[src/rtl/key_entry_unit.sv]
// Keypad entry unit: turns debounced key presses into two decimal operands of up to
// three digits, an operator code and a one-cycle calculate request.
module key_entry_unit (
    input  logic       IN_clk,
    input  logic       IN_reset,
    input  logic       IN_key_pressed,
    input  logic [3:0] IN_key_code,
    output logic [7:0] OUT_SRCH,
    output logic [7:0] OUT_SRCL,
    output logic [7:0] OUT_DSTH,
    output logic [7:0] OUT_DSTL,
    output logic [3:0] OUT_ALU_OP,
    output logic       OUT_finish,
    output logic [1:0] OUT_state,
    output logic [1:0] OUT_flag,
    output logic [3:0] OUT_calculating
);

    typedef enum logic [1:0] {
        StIdle  = 2'd0,
        StSrc   = 2'd1,
        StOp    = 2'd2,
        StDst   = 2'd3
    } state_e;

    localparam logic [3:0] KeyEquals = 4'hF;

    logic       key_prev_q;
    logic       key_evt_q;
    logic [3:0] key_code_q;

    state_e     state_q;
    logic [15:0] src_q;
    logic [15:0] dst_q;
    logic [3:0] alu_op_q;
    logic       finish_q;
    logic [1:0] flag_q;
    logic       calc_q;

    logic        is_digit;
    logic        is_op;
    logic        is_equals;
    logic [15:0] digit_ext;
    logic [15:0] src_acc;
    logic [15:0] dst_acc;

    // Edge detector: one event per press, code captured on the rising edge. Loading the
    // current level during reset keeps a key held across reset from firing afterwards.
    always_ff @(posedge IN_clk) begin
        if (IN_reset) begin
            key_prev_q <= IN_key_pressed;
            key_evt_q  <= 1'b0;
            key_code_q <= 4'h0;
        end else begin
            key_prev_q <= IN_key_pressed;
            key_evt_q  <= IN_key_pressed & ~key_prev_q;
            if (IN_key_pressed && !key_prev_q) begin
                key_code_q <= IN_key_code;
            end
        end
    end

    // Key decode and decimal shift-in (v*10 + d as two shifts and adds).
    always_comb begin
        is_digit  = (key_code_q <= 4'd9);
        is_op     = (key_code_q >= 4'hA) && (key_code_q <= 4'hE);
        is_equals = (key_code_q == KeyEquals);
        digit_ext = {12'h000, key_code_q};
        src_acc   = (src_q << 3) + (src_q << 1) + digit_ext;
        dst_acc   = (dst_q << 3) + (dst_q << 1) + digit_ext;
    end

    // Entry FSM with registered outputs; finish is a single-cycle pulse.
    always_ff @(posedge IN_clk) begin
        if (IN_reset) begin
            state_q  <= StIdle;
            src_q    <= 16'h0000;
            dst_q    <= 16'h0000;
            alu_op_q <= 4'h0;
            finish_q <= 1'b0;
            flag_q   <= 2'd0;
            calc_q   <= 1'b0;
        end else begin
            finish_q <= 1'b0;
            if (key_evt_q) begin
                unique case (state_q)
                    StIdle: begin
                        if (is_digit) begin
                            state_q  <= StSrc;
                            src_q    <= digit_ext;
                            dst_q    <= 16'h0000;
                            flag_q   <= 2'd1;
                            alu_op_q <= 4'h0;
                            calc_q   <= 1'b0;
                        end
                    end
                    StSrc: begin
                        if (is_digit) begin
                            if (flag_q != 2'd3) begin
                                src_q  <= src_acc;
                                flag_q <= flag_q + 2'd1;
                            end
                        end else if (is_op) begin
                            alu_op_q <= key_code_q;
                            state_q  <= StOp;
                        end
                    end
                    StOp: begin
                        if (is_digit) begin
                            state_q <= StDst;
                            dst_q   <= digit_ext;
                            flag_q  <= 2'd1;
                        end else if (is_op) begin
                            alu_op_q <= key_code_q;
                        end
                    end
                    StDst: begin
                        if (is_digit) begin
                            if (flag_q != 2'd3) begin
                                dst_q  <= dst_acc;
                                flag_q <= flag_q + 2'd1;
                            end
                        end else if (is_equals) begin
                            finish_q <= 1'b1;
                            state_q  <= StIdle;
                            flag_q   <= 2'd0;
                            calc_q   <= 1'b1;
                        end
                    end
                    default: state_q <= StIdle;
                endcase
            end
        end
    end

    // Output mapping straight from state registers.
    always_comb begin
        OUT_SRCH        = src_q[15:8];
        OUT_SRCL        = src_q[7:0];
        OUT_DSTH        = dst_q[15:8];
        OUT_DSTL        = dst_q[7:0];
        OUT_ALU_OP      = alu_op_q;
        OUT_finish      = finish_q;
        OUT_state       = state_q;
        OUT_flag        = flag_q;
        OUT_calculating = {3'b000, calc_q};
    end

endmodule

[config.mk]
export PLATFORM = sky130hd
export DESIGN_NAME = key_entry_unit
export DESIGN_NICKNAME = d
export VERILOG_FILES = /design/src/rtl/key_entry_unit.sv
export SDC_FILE = /design/constraint.sdc
export NUM_CORES = 1
export LEC_CHECK = 0
export CAP_MARGIN = 20
export CORE_ASPECT_RATIO = 0.5
export CORE_MARGIN = 5
export CORE_UTILIZATION = 45
export DETAILED_ROUTE_END_ITERATION = 10
export PLACE_DENSITY = 0.73
export SLEW_MARGIN = 40
export SYNTH_ARGS = -nofsm -noshare
export SYNTH_HDL_FRONTEND = slang
export SYNTH_SLANG_ARGS = --single-unit
[constraint.sdc]
create_clock -name IN_clk -period 3.79 [get_ports IN_clk]
set_input_delay 0.379 -clock IN_clk [delete_from_list [all_inputs] [get_ports IN_clk]]
set_output_delay 0.379 -clock IN_clk [all_outputs]
set_load 0.05 [all_outputs]
== After elaboration in Yosys (flattened, before gate mapping) ==
Index checks and enable logic that the tools add are counted.

* $add $sub $neg: 5
* $lt $le $gt $ge: 3
* Equality and inequality tests: 19
* Muxes and demuxes: 28
* Bitwise operators: 4
* Reductions and logical operators: 17

{| class="wikitable"
|+ Operators by type and width
! operator !! number
|-
| 16-bit two-way mux || 6
|-
| 16-bit one-hot mux with 3 select lines || 1
|-
| 16-bit adder || 2
|-
| 16-bit by 4-bit adder with 16-bit output || 2
|-
| 16-bit one-hot mux with 2 select lines || 1
|-
| 2-bit != test, second input constant || 12
|-
| 2-bit two-way mux || 9
|-
| 5-bit AND reduction || 3
|-
| 4-bit two-way mux || 3
|-
| 4-bit <= comparator, second input constant || 2
|-
| 2-bit one-hot mux with 4 select lines || 1
|-
| 4-bit one-hot mux with 2 select lines || 1
|-
| 7-bit AND reduction || 1
|-
| 2-bit one-hot mux with 3 select lines || 1
|-
| 6-bit AND reduction || 1
|-
| 2-bit nonzero test || 3
|-
| 2-bit == test, second input constant || 2
|-
| 4-bit == test, second input constant || 1
|-
| 4-bit greater-or-equal comparator, second input constant || 1
|-
| 1-bit two-way mux || 4
|-
| 2-bit by 1-bit != test with 1-bit output, second input constant || 2
|-
| 4-bit AND reduction || 1
|-
| 2-bit OR reduction || 2
|-
| 4-bit OR reduction || 1
|-
| other kinds (10) || 13
|}

* Register bits: 48
* Input port bits: 7
* Word-level logic and storage cells: 86

== Depth between registers and ports, before layout ==
* Depth in word-level cells: 5
* Gate-level depth with buffers: 11
* Depth with buffers taken out: 10

== Least setup slack after synthesis ==
OpenSTA, ideal clock, no wires.

* Path type: register to register
* From: register src_q[0]
* To: register src_q[10]
* Library setup time: 0.117 ns
* Arrival time: 3.045 ns
* Data required time: 3.673 ns
* Slack: 0.628 ns
* Stages on the path, launching flop included: 11
* Period minus slack after synthesis: 3.162 ns
* Path through: dfxtp_1 inv_1 fa_1 inv_1 fa_1 a211o_2 a21o_1 a211o_1 a31oi_1 xnor2_1 a22o_1

* Cells in the longest elaborated chain, start to end: 5

{| class="wikitable"
|+ Ends and longest elaborated chain
! item !! RTL line !! RTL
|-
| start, declared || 33 || <nowiki>logic [15:0] src_q;</nowiki>
|-
| start signal, assigned || 90 || <nowiki>src_q <= digit_ext;</nowiki>
|-
| start signal, assigned || 100 || <nowiki>src_q <= src_acc;</nowiki>
|-
| 16-bit adder || 69 || <nowiki>src_acc = (src_q << 3) + (src_q << 1) + digit_ext;</nowiki>
|-
| 16-bit by 4-bit adder with 16-bit output || 69 ||
|-
| 16-bit two-way mux || 99 || <nowiki>if (flag_q != 2'd3) begin</nowiki>
|-
| 16-bit two-way mux || 98 || <nowiki>if (is_digit) begin</nowiki>
|-
| 16-bit one-hot mux with 2 select lines || 86 || <nowiki>unique case (state_q)</nowiki>
|}

Every way passes these cells. The select of a mux whose other input is x is not followed.
A chain may end at the register's enable or synchronous reset.

== Worst setup path after layout ==
* From: register key_code_q[3]
* To: register src_q[10]

* Cells in the longest elaborated chain, start to end: 4
* Elaborated cells between the ends (all ways): 8
* Classes of those cells: add/sub: 1; order compare: 1; eq/ne: 2; mux: 3; reduce/logical: 1

{| class="wikitable"
|+ Ends and longest elaborated chain
! item !! RTL line !! RTL
|-
| start, declared || 30 || <nowiki>logic [3:0] key_code_q;</nowiki>
|-
| start signal, assigned || 58 || <nowiki>key_code_q <= IN_key_code;</nowiki>
|-
| 16-bit by 4-bit adder with 16-bit output || 69 ||
|-
| 16-bit two-way mux || 99 ||
|-
| 16-bit two-way mux || 98 ||
|-
| 16-bit one-hot mux with 2 select lines || 86 ||
|}

Parallel ways exist; a longest one is shown, timed or not. The select of a mux whose other input is x is not followed.

==> results.yml <==
finish:
  area_growth_pct: 20.2
  final_nets: 514
  fin_cells: 556
  nFillCells: 685
  antennaDiodeCount: 0
  drive_above_1_share: 0.0379
clock_network:
  clock_latency_ns: 0.29
  cts.sinks: 48
  path_clk_slew_ns: 0.07
  cts_buffers: 5
  cts_setup_buffers: 0
  cts.htree.levels: 2
  cts_resized: 0
  cts.path.max_buffers: 2
  postCtsHoldBufs: 0
  cts-root-buf: "clkbuf_16"
  cts_tree: "done"
sta:
  rsz0062_at_grt: "false"
  tightestPinTransition_ns: 0.699
  max_clock_freq_mhz: 334
  hold_violations: 0
  skew_ns: 0.00687
  fin_setup_tns_ns: 0
  setup_viol: 0
  period_share: 0.790
  slew_headroom: 0.533
  fin_crit_ns: 2.99
  maxSlewViolCount: 0
yosys:
  synth_edf_count: 0
  yosysUniqueCellTypes: 51
  synth_warnings: 0
  synth-seq-cells: 48
  synth_area_mm2: 0.00351
  syn_avg_cell_area_um2: 8.62
  synth_cells: 407
  async_reset_ff_frac: 0
  ys_seq_area_frac: 0.274
  synthFlopType: "dfxtp_1"
die:
  dieHeight_um: 72.4
  start_util: 0.470
  core_mm2: 0.00746
  dieArea_mm2: 0.00977
  ios: 52
  num_rows: 22
  die_w_um: 135
grt:
  grt_pass1_wl_mm: 13.1
  gr-total-overflow: 0
  grt_pass1_vias: 2770
  grt_max_degree: 33
  track_usage: 0.161
  antenna_found_initial: 0
routing:
  avgViaCountPerCell: 5.32
  first_iter_violations: 90
  drtPass1Iterations: 5
  routedWlPerCell_um: 13.5
  vias: 2956
  drtAntennaViolNets: 0
  wl_mm: 7.52
  drc: 0
power_and_ir_drop:
  p_leak_nw: 1.88
  p_per_area_mw_per_mm2: 251
  peakVddDrop_uv: 173
placement:
  numPlacedInstances: 548
  portBuffers: 48
  dp_hpwl_mm: 5.67
  gp_congestion: 0.855
status:
  status: "complete, no violations"
job:
  maxCapViolations: 0
critical_path:
  crit_path_cell_trace: "inv_1 -> fa_1 -> inv_1 -> fa_1 -> a211o_2 -> a21o_1 -> a211o_1 -> a31oi_1 -> xnor2_1 -> a22o_1"
  worstPathMaxFanout: 8
  cp_slowest_stage_delay_ns: 0.50
  slowest_stage: "fa_1"
  worstSetupPathType: "reg2reg"
  timing.critical_path.from_type: "flip-flop"
  end_kind: "flip-flop"
  crit_required_ns: 3.97
  cp_data_arrival_time_ns: 3.18
min_path:
  hold_class: "reg2reg"
==> synthesized netlist by cell type, types with 2 or more instances <==
cell type | count | share of area
fa_1 | 4 | 0.023
a221oi_1 | 4 | 0.010
xnor2_1 | 14 | 0.035
or4_1 | 2 | 0.0043
nor2_1 | 45 | 0.048
a22oi_1 | 4 | 0.0086
and3_1 | 2 | 0.0036
clkbuf_1 | 12 | 0.013
o31ai_1 | 3 | 0.0064
nand3_1 | 5 | 0.0071
nor3b_1 | 2 | 0.0043
nand2_1 | 28 | 0.030
o21a_1 | 8 | 0.017
nor2b_1 | 5 | 0.0089
a21oi_1 | 29 | 0.041
o211ai_1 | 2 | 0.0043
nand4_1 | 6 | 0.011
dfxtp_1 | 48 | 0.27
nand2b_1 | 4 | 0.0071
a22o_1 | 7 | 0.017
or2_2 | 2 | 0.0036
inv_1 | 14 | 0.015
or3_1 | 3 | 0.0054
buf_4 | 4 | 0.0086
xor2_1 | 9 | 0.022
ha_1 | 56 | 0.20
a31oi_1 | 7 | 0.012
o21bai_1 | 3 | 0.0064
mux2i_1 | 8 | 0.023
o21ai_0 | 23 | 0.033
a211oi_1 | 12 | 0.026
and2_1 | 2 | 0.0036
nor3_1 | 5 | 0.0071
a21o_1 | 8 | 0.017
==> power by group <==
group	leakage (nW)	total (mW)	switching, mW	internal, mW
clock	0.0701	0.457	0.193	0.263
combinational	1.43	0.0837	0.0544	0.0293
sequential	0.388	0.519	0.00909	0.510
==> kinds of logic (layout without fill, tap and decap cells) <==
logic type | after synthesis | in the layout | share of synthesized area
compound gates | 120 | 120 | 0.227
xor+xnor | 23 | 23 | 0.0574
buf+inv | 32 | 71 | 0.0389
other cells | 1 | 3 | 0.00107
simple gates | 115 | 115 | 0.156
fa+ha+maj | 60 | 60 | 0.223
flops | 48 | 48 | 0.274
mux | 8 | 8 | 0.0228
==> path summary, 6_finish.rpt <==
kind                       from            end  slack, ns  depth (start not counted)
setup / recovery  key_code_q[3]      src_q[10]       0.80                         10
hold / removal    OUT_ALU_OP[1]  OUT_ALU_OP[1]       0.46                          2
setup reg to reg  key_code_q[3]      src_q[10]       0.80                         10
hold reg to reg   OUT_ALU_OP[1]  OUT_ALU_OP[1]       0.46                          2
==> state kept, by name, summed over array words and instances (netlist names) <==
| register | cells |
|---|---|
| OUT_state | 2 |
| key_evt_q | 1 |
| dst_q | 16 |
| calc_q | 1 |
| OUT_ALU_OP | 4 |
| key_code_q | 4 |
| src_q | 16 |
| OUT_finish | 1 |
| key_prev_q | 1 |
| OUT_flag | 2 |
==> layout make-up <==
class | count | area (um^2) | share of cell area
clock buffers | 7 | 143 | 0.0338
clock inverters | 1 | 7.51 | 0.00178
multi-input cells | 329 | 2430 | 0.576
flip-flops and latches | 48 | 961 | 0.228
well taps | 108 | 135 | 0.0320
repair buffers | 49 | 488 | 0.116
inverters | 14 | 52.6 | 0.0125
==> critical path: cells and delay by family, from the launching register on <==
family / cells / cell delay [ns]
DFF: 1 / 0.45
buffers and inverters: 2 / 0.20
adders and majority gates: 2 / 0.97
xor gates and xnor gates: 1 / 0.08
AOI/OAI and AO/OA: 5 / 1.17
==> layer usage <==
layer,share of wire,global-route usage
met1,0.52,0.222
met2,0.44,0.256
met3,0.031,0.0409
met4,0.0088,0.0316
met5,0,0
==> per-stage QoR <==
step	util	hold slack, ns	setup WS, ns	total power [mW]	instance area [um^2]
after floorplan	-	0.407	0.628	0.592	3510
after global placement	0.543	0.444	0.870	0.612	4050
after detailed placement	0.544	0.451	0.825	0.613	4060
after CTS	0.564	0.461	0.804	1.07	4210
after global routing	0.565	0.489	0.559	1.10	4220
final	0.565	0.459	0.796	1.06	4220
==> cells in the final DEF, fill, tap and decap left out, drive strengths merged, types with 7 or more instances in the layout <==
| cell type | Yosys | layout |
|---|---|---|
| a211oi | 12 | 12 |
| a21o | 8 | 8 |
| a21oi | 29 | 29 |
| a22o | 7 | 7 |
| a31oi | 7 | 7 |
| clkbuf | 12 | 7 |
| clkdlybuf4s50 | 0 | 48 |
| dfxtp | 48 | 48 |
| ha | 56 | 56 |
| inv | 14 | 14 |
| mux2i | 8 | 8 |
| nand2 | 28 | 28 |
| nor2 | 46 | 46 |
| o21a | 8 | 8 |
| o21ai | 23 | 23 |
| xnor2 | 14 | 14 |
| xor2 | 9 | 9 |
(Power assumes the default switching activity.)
